===== config.mk =====
export PLATFORM = sky130hd
export DESIGN_NAME = mem_access_ctrl
export DESIGN_NICKNAME = d
export VERILOG_FILES = /design/src/rtl/mem_access_ctrl.sv
export SDC_FILE = /design/constraint.sdc
export NUM_CORES = 1
export LEC_CHECK = 0
export BUFFER_PORTS_ARGS = -buffer_cell sky130_fd_sc_hd__buf_2
export CAP_MARGIN = 0
export CORE_MARGIN = 2
export CORE_UTILIZATION = 40
export CTS_CLUSTER_DIAMETER = 120
export CTS_CLUSTER_SIZE = 16
export DETAILED_ROUTE_END_ITERATION = 10
export GPL_ROUTABILITY_DRIVEN = 0
export PLACE_DENSITY = 0.76
export SYNTH_ARGS = -nofsm -noshare
export SYNTH_HDL_FRONTEND = slang
export SYNTH_SLANG_ARGS = --single-unit

===== constraint.sdc =====
create_clock -name clk -period 2.38 [get_ports clk]
set_input_delay 0.357 -clock clk [delete_from_list [all_inputs] [get_ports clk]]
set_output_delay 0.357 -clock clk [all_outputs]
set_load 0.05 [all_outputs]

===== src/rtl/mem_access_ctrl.sv =====
// Memory-stage access controller: turns the M-stage load/store into a req/ack
// bus transaction, stalls the pipeline until it completes, and flags faults.
module mem_access_ctrl #(
    parameter int unsigned TIMEOUT = 16,
    parameter int unsigned TO_W    = 5
) (
    input  logic        clk,
    input  logic        rst_n,
    input  logic        MemReadM,
    input  logic        MemWriteM,
    input  logic [31:0] ALUOutM,
    input  logic [31:0] WriteDataM,
    output logic        mem_req,
    output logic        mem_we,
    output logic [31:0] mem_addr,
    output logic [31:0] mem_wdata,
    input  logic [31:0] mem_rdata,
    input  logic        mem_ack,
    output logic [31:0] ReadDataM,
    output logic        StallM,
    output logic        MemFaultM
);

    typedef enum logic [1:0] {
        IDLE,
        REQ,
        DONE
    } state_t;

    state_t          state;
    logic [TO_W-1:0] count;
    logic            acc;
    logic            bad;

    assign acc    = MemReadM | MemWriteM;
    assign bad    = (MemReadM & MemWriteM) | (acc & (ALUOutM[1:0] != 2'b00));
    assign StallM = ((state == IDLE) & acc & ~bad) | (state == REQ);

    always_ff @(posedge clk or negedge rst_n) begin
        if (!rst_n) begin
            state     <= IDLE;
            count     <= '0;
            mem_req   <= 1'b0;
            mem_we    <= 1'b0;
            mem_addr  <= '0;
            mem_wdata <= '0;
            ReadDataM <= '0;
            MemFaultM <= 1'b0;
        end else begin
            MemFaultM <= 1'b0;
            case (state)
                IDLE: begin
                    if (acc) begin
                        if (bad) begin
                            MemFaultM <= 1'b1;
                            ReadDataM <= '0;
                        end else begin
                            mem_req   <= 1'b1;
                            mem_we    <= MemWriteM;
                            mem_addr  <= {ALUOutM[31:2], 2'b00};
                            mem_wdata <= WriteDataM;
                            count     <= '0;
                            state     <= REQ;
                        end
                    end
                end
                REQ: begin
                    count <= count + 1'b1;
                    if (mem_ack) begin
                        mem_req <= 1'b0;
                        if (!mem_we) begin
                            ReadDataM <= mem_rdata;
                        end
                        state <= DONE;
                    end else if (count == TO_W'(TIMEOUT - 1)) begin
                        mem_req   <= 1'b0;
                        ReadDataM <= '0;
                        MemFaultM <= 1'b1;
                        state     <= DONE;
                    end
                end
                // Single release cycle; the held instruction advances, so no re-issue here.
                DONE: state <= IDLE;
                default: state <= IDLE;
            endcase
        end
    end

endmodule

==> impl_results.md, run 1 <==
* Result of the run: finished clean
* Post-Route WL at 11200 microns
* Initial DRC count at approximately 190
* Largest area contributor in the netlist: dfrtp_1
* Area delta synth->final at 30.4%
* Share of layout cells above drive strength 1 at 55.4%
* Comb pwr share at 41.4%
* Clk_lat worst skew at 0.33 ns
* Synth top area share at 56.9%
* Slew Limit Headroom at between 60% and 70%
* Synth area leaders: dfrtp_1 57%, mux2_4 19%, o21ai_0 7.6%
* Worst-path maximum fanout at 6
* Measured slew at the worst slew-check pin at ~0.58 ns
* Crit Path Class: register to output pin
* Setup-failing EPs final at 0
* Clock tree sinks at 104
* Filler cells at 975
* Routed Antenna Nets at 0
* Post-CTS Setup Inserts at 0
* Max-slew violation count at 0
* Total design power at approximately 0.0065 W
* Largest net degree at the start of global routing at 52
* CTS tree: done
* Fin. Hold Viols at 0
* P_sw at 0.00278 W
* Num rows at 39
* Netlist Area Pre-Place at roughly 4600 sq um
* Main synth FF type: dfrtp_1
* Final Instance Count excl. Fillers at 677
* Post-DP HPWL at 7950 microns
* Vias in the first global route at 3565
* Worst-case clock buffer depth at 2
* Netlist cell types at 31
* Via density at 5.05
* Period Utilization, post-route at approximately 96%
* Placed Area at 5670 sq um
* Final Net Count at 632
* Number of synthesized flops with an enable pin at 0
* Synthesized netlist cell count at 332
* RSZ-0062 raised after global routing: no
* Worst Skew at between 0.006 and 0.007 ns
* Post-synthesis sequential area ratio at 56.9%
* Chip Height at between 100 and 150 microns
* Worst Setup Start Kind: register
* RR Startpoint: state[0]
* Ports at 201
* PD cells at 1100 nW/um^2
* Post-synthesis register bit count at 104
* CTS Root Cell: clkbuf_16
* WL per Instance at 16.5 microns
* Final Core Density at 52.9%
* DP Cell Count at 660
* Diodes inserted at 0
* R2r setup slk at between 0.3 and 0.4 ns
* Hold EP: ReadDataM[28]
* WP data arrival at ~1.9 ns
* Max-cap violations at 0
* Leakage Power at 3.11 nW
* DRC at 0
* Final min period at 2.27 ns
* Flop pwr share at 37.2%
* Commonest cells in the netlist: 104 x dfrtp_1, 69 x o21ai_0, 58 x mux2_4
* Setup TNS at 0 ns
* F_max at 440 MHz
* GRT Resource Usage Total at 18.3%
* DRT Pass-1 Iters at 4
* Clock group share of total power at 21.4%
* Fin area at 5960 sq um
* Gr ovfl total at 0
* Ys async rst share at 100%
* Top-count cell post-synth: dfrtp_1
* Hold Crit Depth at 3
* Ys Warns at 0
* Peak supply drop at 758 uV
* Htree depth at 3
* Pint at 0.00376 W
* Post-Syn Area per Cell at 13.8 sq um
* Initial Utilization at 40.5%
* Reg2Reg Depth at 4
* First-pass GRT wire length at 18200 microns
* Port buffer count at 198
* HP Start: mem_rdata[28]
* Worst hold path class: input port to register
* Antenna violations before repair at 0
* Vias post-DR at 3419
* Die area at 12300 sq um
* Net Sw Frac at ~42%
* RR Endpoint: mem_addr[12]
* Required time of the critical path at around 2 ns
* Core Region at 11300 sq um
* CP endpoint kind: output pin
* Num CTS Buffers at 9
* Horiz. Die Dim at 111 microns
* Clock transition at path regs at 0.07 ns
[worst max-delay path, stage by stage, from the launching register on]
cell and delay (ns):
dfrtp_1 0.39, or4_4 0.52, o21ai_1 0.33, buf_2 0.33
[metrics by stage]
stage | hold WS, ns | setup WS, ns
6_report | 0.242 | 0.107
2_1_floorplan | 0.0614 | 0.268
3_5_place_dp | 0.295 | 0.230
5_1_grt | 0.229 | 0.000992
4_1_cts | 0.229 | 0.114
3_3_place_gp | 0.284 | 0.266
[flip-flops by register name (all words and copies together) (netlist names)]
signal	count
MemFaultM	1
ReadDataM	32
count	5
mem_addr	30
mem_req	1
mem_wdata	32
mem_we	1
state	2
[kinds of logic after synthesis]
group | count (synthesis) | synth area share [%]
DFF | 104 | 56.9
adders and majority gates | 2 | 0.547
other | 1 | 0.0820
and+or+nand+nor | 18 | 2.11
AOI/OAI and AO/OA | 113 | 14.8
xor gates and xnor gates | 1 | 0.192
buffers and inverters | 30 | 5.09
muxes | 63 | 20.3
[timing repair]
action,4_1_cts,5_1_grt
endpoints found under the setup margin,0,0
resized for setup,0,0
hold buffers,1,0
endpoints found under the hold margin,25,0
[final cells by class]
cell class	instances	area [sq um]	area share, %
timing repair buffer	212	1130	18.9
clock inverter	6	51.3	0.860
tap	143	179	3.00
clock buffer	10	229	3.84
multi-input combinational	199	1760	29.6
inverter	3	11.3	0.189
sequential	104	2600	43.7
[power groups by stage]
stage	clock, W	sequential [W]	combinational, W
global route	0.00151	0.00249	0.00282
CTS	0.00145	0.00244	0.00273
finish	0.00140	0.00243	0.00271
detailed placement	0	0.00246	0.00273
floorplan	0	0.00377	0.000739
global placement	0	0.00244	0.00268
[worst max-delay path by stage]
stage                    start            to  slack (ns)  depth (start not counted)
finish                state[0]        StallM        0.11                          3
CTS                   state[0]        StallM        0.11                          3
global route          state[1]        StallM       0.001                          4
detailed placement  ALUOutM[1]  mem_addr[24]        0.23                          5
floorplan             state[1]        StallM        0.27                          3
global placement    ALUOutM[1]  mem_addr[19]        0.27                          5
[layout by cell type (no fill, tap or decap)]
cell type	Yosys	routed
a21oi_2	0	1
nand2b_1	1	1
nor2b_1	1	1
o211ai_1	3	3
conb_1	1	2
buf_4	2	12
o21ai_0	69	68
dlygate4sd3_1	0	1
inv_6	0	2
o21bai_1	1	1
and3_1	1	1
a21bo_2	2	2
o21a_1	1	1
xnor2_1	1	1
nand3_1	2	2
ha_1	2	2
buf_2	0	197
clkbuf_16	0	9
a22oi_1	32	32
o31ai_1	1	1
or2_4	0	1
nor4bb_4	0	1
clkbuf_1	17	1
inv_8	0	1
buf_12	6	2
o21ai_1	0	1
or4_4	1	1
nor2_1	3	2
mux2i_1	1	1
mux2_4	58	58
o21ba_2	1	1
nand2_1	6	6
or3_1	1	1
nor2_2	0	1
clkinvlp_4	0	3
inv_1	3	3
dfrtp_1	104	104
a21oi_1	3	2
mux2_2	4	4
[routing by layer]
| layer | vias to the layer above | GRT usage, % | part of all wire (%) |
|---|---|---|---|
| met5 | - | 0 | 0 |
| met4 | 0 | 6.75 | 1.6 |
| met3 | 12 | 2.84 | 4.0 |
| met2 | 108 | 31.3 | 51 |
| met1 | 1704 | 23.6 | 44 |
| li1 | 1595 | - | - |
Power figures use the tool's default switching activity.
==> inputs of run 2 (changes only) <==
--- a/config.mk
+++ b/config.mk
@@ -14,6 +14,7 @@
 export DETAILED_ROUTE_END_ITERATION = 10
 export GPL_ROUTABILITY_DRIVEN = 0
 export PLACE_DENSITY = 0.76
+export RECOVER_POWER = 50
 export SYNTH_ARGS = -nofsm -noshare
 export SYNTH_HDL_FRONTEND = slang
 export SYNTH_SLANG_ARGS = --single-unit
==> run 2 against run 1 <==
  * Sequential cell count is the same
  * Sequential share of layout area grew 0.54 points
  * First-iteration DRC count grew 3.2%
  * Fmax grew 0.11%
  * Critical path depth is the same
  * Clock power is essentially flat
  * Clock skew grew 0.00050 ns
  * Critical path type unchanged
  * Cell count is the same
  * Critical endpoint unchanged
==> impl_results.md, run 2 (synthesis results as in run 1) <==
* Horiz. Die Dim at 111 microns
* Largest net degree at the start of global routing at between 50 and 60
* Clock transition at path regs at 0.07 ns
* Final Instance Count excl. Fillers at 677
* Die area at 12300 sq um
* WL per Instance at between 15 and 20 microns
* Antenna violations before repair at 0
* Final min period at roughly 2.3 ns
* Via density at 5.05
* Max-cap violations at 0
* Share of layout cells above drive strength 1 at between 40% and 50%
* Setup-failing EPs final at 0
* CTS Root Cell: clkbuf_16
* Fin. Hold Viols at 0
* Worst-case clock buffer depth at 2
* DRT Pass-1 Iters at 4
* Worst Skew at 0.00696 ns
* Gr ovfl total at 0
* Leakage Power at 2.96 nW
* Largest regs: ReadDataM x32, mem_wdata x32, mem_addr x30
* Initial DRC count at 192
* Vias post-DR at 3416
* Worst-path maximum fanout at 6
* HP Start: mem_rdata[28]
* Initial Utilization at 40.5%
* CTS tree: done
* Crit path buf inv count at 1
* Ports at 201
* WP data arrival at 1.91 ns
* Chip Height at 111 microns
* Total design power at between 0.006 and 0.007 W
* R2r setup slk at 0.37 ns
* Hold EP: ReadDataM[28]
* RSZ-0062 raised after global routing: no
* CP endpoint kind: output pin
* Core Region at 11300 sq um
* PD cells at between 1000 and 1500 nW/um^2
* GRT Resource Usage Total at 18.3%
* Final Net Count at between 600 and 700
* Worst Setup Start Kind: register
* Worst hold path class: input port to register
* Clk_lat worst skew at 0.33 ns
* Resized Gates After CTS at 0
* RR Endpoint: mem_addr[12]
* Post-Route WL at 11200 microns
* Max-slew violation count at 0
* Slew Limit Headroom at about 7%
* DP Cell Count at 660
* Critical path's top delay family: simple AND/OR/NAND/NOR gates
* Routed Antenna Nets at 0
* F_max at 440 MHz
* First-pass GRT wire length at 18200 microns
* Htree depth at 3
* Measured slew at the worst slew-check pin at 1.40 ns
* Final hold slack at 0.247 ns
* CP max stage delay at approximately 0.52 ns
* Most frequent cells in the layout: 149 x buf_2, 104 x dfrtp_1, 68 x o21ai_0, 58 x mux2_4, 50 x clkbuf_1
* Crit path cell chain: or4_4 > o21ai_1 > buf_2
* Result of the run: finished clean
* Diodes inserted at 0
* Reg2Reg Depth at 4
* Period Utilization, post-route at 95.4%
* Hold Crit Depth at 3
* Commonest non-fill, non-tap cell in the layout: buf_2
* Area delta synth->final at 28.9%
* Required time of the critical path at just over 2 ns
* Crit Path Class: register to output pin
* Post-DP HPWL at 7950 microns
* CP max-delay cell: or4_4
* Clock tree sinks at about 100
* Num rows at 39
* Vias in the first global route at between 3000 and 4000
* Setup TNS at 0 ns
* Num CTS Buffers at 9
* Peak supply drop at 735 uV
* RR Startpoint: state[0]
* Port buffer count at slightly below 200
* DRC at 0
-- run 2: how the worst max path moves through the flow --
stage / from / to / cells after the start
after floorplan: state[1] / StallM / 3
after global placement: ALUOutM[1] / mem_addr[19] / 5
after detailed placement: ALUOutM[1] / mem_addr[24] / 5
after CTS: state[0] / StallM / 3
after global routing: state[1] / StallM / 4
final: state[0] / StallM / 3
-- run 2: report_power, final --
group | total [W] | leakage [nW] | internal, W | switching [W]
sequential | 0.00244 | 1.31 | 0.00218 | 0.000260
clock | 0.00139 | 0.128 | 0.000725 | 0.000667
combinational | 0.00263 | 1.53 | 0.000780 | 0.00185
total | 0.00647 | 2.96 | 0.00369 | 0.00278
-- run 2: worst register-to-register path: cells and delay by family (launching register included) --
family | cells | cell delay (ns)
mux | 1 | 0.33
buf+inv | 1 | 0.26
simple gates | 2 | 0.92
flops | 1 | 0.39
-- run 2: final cells by class --
cell class | instances | area [sq um]
multi-input combinational | 199 | 1760
sequential | 104 | 2600
timing repair buffer | 212 | 1050
tap | 143 | 179
inverter | 3 | 11.3
clock buffer | 10 | 229
clock inverter | 6 | 51.3
fill | 1016 | 5380
-- run 2: repair_timing --
action                                 in CTS  in global routing
setup buffers                               0                  0
endpoints found under the hold margin      25                  0
hold buffers                                1                  0
-- run 2: stage by stage --
stage / setup WS, ns / utilization (%) / cell area [sq um]
final: 0.109 / 52.2 / 5890
after global routing: 0.000992 / 52.2 / 5890
after CTS: 0.114 / 52.9 / 5960
after detailed placement: 0.230 / 50.3 / 5670
after global placement: 0.266 / 50.3 / 5670
after floorplan: 0.268 / - / 4570
-- run 2: per-layer routing --
metal	GRT usage, %	vias to the layer above	share of wire, %
li1	-	1592	-
met1	23.6	1716	44
met2	31.3	102	52
met3	2.84	6	3.7
met4	6.75	0	0.98
met5	0	-	0
==> inputs of run 3 (changes only) <==
--- a/config.mk
+++ b/config.mk
@@ -9,6 +9,7 @@
 export CAP_MARGIN = 0
 export CORE_MARGIN = 2
 export CORE_UTILIZATION = 40
+export CTS_BUF_LIST = sky130_fd_sc_hd__clkbuf_16
 export CTS_CLUSTER_DIAMETER = 120
 export CTS_CLUSTER_SIZE = 16
 export DETAILED_ROUTE_END_ITERATION = 10
==> run 3 against run 2 <==
  * Wire length is essentially flat
  * Design area is the same
  * Highest routed layer unchanged
  * First-iteration DRC count is the same
  * Fmax is essentially flat
  * Non-clock buffer count is the same
  * Core utilization is the same
==> impl_results.md, run 3 (synthesis results as in run 1) <==
* Htree depth at 3
* CP max stage delay at 0.52 ns
* Port buffer count at 198
* CP endpoint kind: output pin
* Measured slew at the worst slew-check pin at ~1.4 ns
* Core Region at around 11000 sq um
* Clk_lat worst skew at 0.33 ns
* Initial DRC count at 192
* Worst hold path class: input port to register
* First-pass GRT wire length at 18200 microns
* Crit path cell chain: or4_4 > o21ai_1 > buf_2
* R2r setup slk at between 0.3 and 0.4 ns
* Worst Skew at about 0.0068 ns
* Gr ovfl total at 0
* PD cells at 1100 nW/um^2
* Commonest non-fill, non-tap cell in the layout: buf_2
* CTS tree: done
* Reg2Reg Depth at 4
* Share of layout cells above drive strength 1 at 46.3%
* RR Startpoint: state[0]
* Slew Limit Headroom at 5.08%
* Worst-path maximum fanout at 6
* DRT Pass-1 Iters at 4
* WL per Instance at around 17 microns
* Num CTS Buffers at 9
* Final min period at 2.27 ns
* Required time of the critical path at approximately 2.0 ns
* Hold Crit Depth at 3
* Vias post-DR at 3411
* Setup-failing EPs final at 0
* Worst-case clock buffer depth at 2
* Final Net Count at 632
* RSZ-0062 raised after global routing: no
* Ports at 201
* CTS Root Cell: clkbuf_16
* DRC at 0
* GRT Resource Usage Total at between 15 and 20%
* Area delta synth->final at 28.9%
* Max-slew violation count at 0
* RR Endpoint: mem_addr[12]
* Vias in the first global route at roughly 3600
* Setup TNS at 0 ns
* Clock transition at path regs at 0.07 ns
* Fin. Hold Viols at 0
* CP max-delay cell: or4_4
* Horiz. Die Dim at 111 microns
* Result of the run: finished clean
* Crit Path Class: register to output pin
* Peak supply drop at 735 uV
* F_max at ~440 MHz
* WP data arrival at 1.91 ns
* Largest regs: ReadDataM x32, mem_wdata x32, mem_addr x30
* Post-DP HPWL at 7950 microns
* Via density at slightly above 5
* Die area at roughly 12000 sq um
* Crit path buf inv count at 1
* DP Cell Count at 660
* Worst Setup Start Kind: register
* Period Utilization, post-route at about 95%
* Clock tree sinks at roughly 100
* Largest net degree at the start of global routing at 52
* Critical path's top delay family: simple AND/OR/NAND/NOR gates
* HP Start: mem_rdata[28]
* Leakage Power at between 2 and 3 nW
* Diodes inserted at 0
* Max-cap violations at 0
* Chip Height at 111 microns
* Initial Utilization at 40.5%
* Final Instance Count excl. Fillers at 677
* Routed Antenna Nets at 0
* Num rows at 39
* Antenna violations before repair at 0
* Most frequent cells in the layout: 149 x buf_2, 104 x dfrtp_1, 68 x o21ai_0, 58 x mux2_4, 49 x clkbuf_1
* Post-Route WL at 11200 microns
* Hold EP: ReadDataM[28]
run 3: stage by stage:
step | instance area [sq um] | util (%) | total power, W | hold slack, ns | setup slack (ns)
after floorplan | 4570 | - | 0.00451 | 0.0614 | 0.268
after global placement | 5670 | 50.3 | 0.00512 | 0.284 | 0.266
after detailed placement | 5670 | 50.3 | 0.00519 | 0.295 | 0.230
after CTS | 5960 | 52.9 | 0.00661 | 0.229 | 0.114
after global routing | 5890 | 52.2 | 0.00674 | 0.229 | 0.000992
final | 5890 | 52.2 | 0.00646 | 0.247 | 0.109
run 3: report_power, final:
group | total (W) | internal [W] | switching [W]
combinational | 0.00263 | 0.000780 | 0.00185
sequential | 0.00244 | 0.00218 | 0.000260
clock | 0.00139 | 0.000721 | 0.000669
total | 0.00646 | 0.00368 | 0.00278
run 3: what timing repair did:
item	4_1_cts	5_1_grt
endpoints found under the hold margin	25	0
resized for setup	0	0
setup buffers	0	0
hold buffers	1	0
run 3: area by class of cell:
cell class / instances / area, sq um
fill: 1016 / 5380
sequential: 104 / 2600
multi-input combinational: 199 / 1760
timing repair buffer: 212 / 1050
clock buffer: 9 / 225
tap: 143 / 179
clock inverter: 7 / 55.1
inverter: 3 / 11.3
run 3: worst register-to-register path, delay by kind of cell (launching register included):
family | cells | cell delay (ns)
buffers and inverters | 1 | 0.26
flip-flops | 1 | 0.39
multiplexers | 1 | 0.33
AND/OR/NAND/NOR | 2 | 0.92
run 3: worst max-delay path by stage:
stage	end	slack, ns	startpoint	cells past startpoint
global placement	mem_addr[19]	0.27	ALUOutM[1]	5
CTS	StallM	0.11	state[0]	3
floorplan	StallM	0.27	state[1]	3
detailed placement	mem_addr[24]	0.23	ALUOutM[1]	5
global route	StallM	0.001	state[1]	4
finish	StallM	0.11	state[0]	3
run 3: metal layers:
metal  vias to the layer above  wire length, microns  GRT usage, %
met1                      1708                  4920          23.6
met5                         -                     0             0
met3                         6                   422          2.84
met2                       104                  5720          31.3
met4                         0                   110          6.75
li1                       1593                     -             -
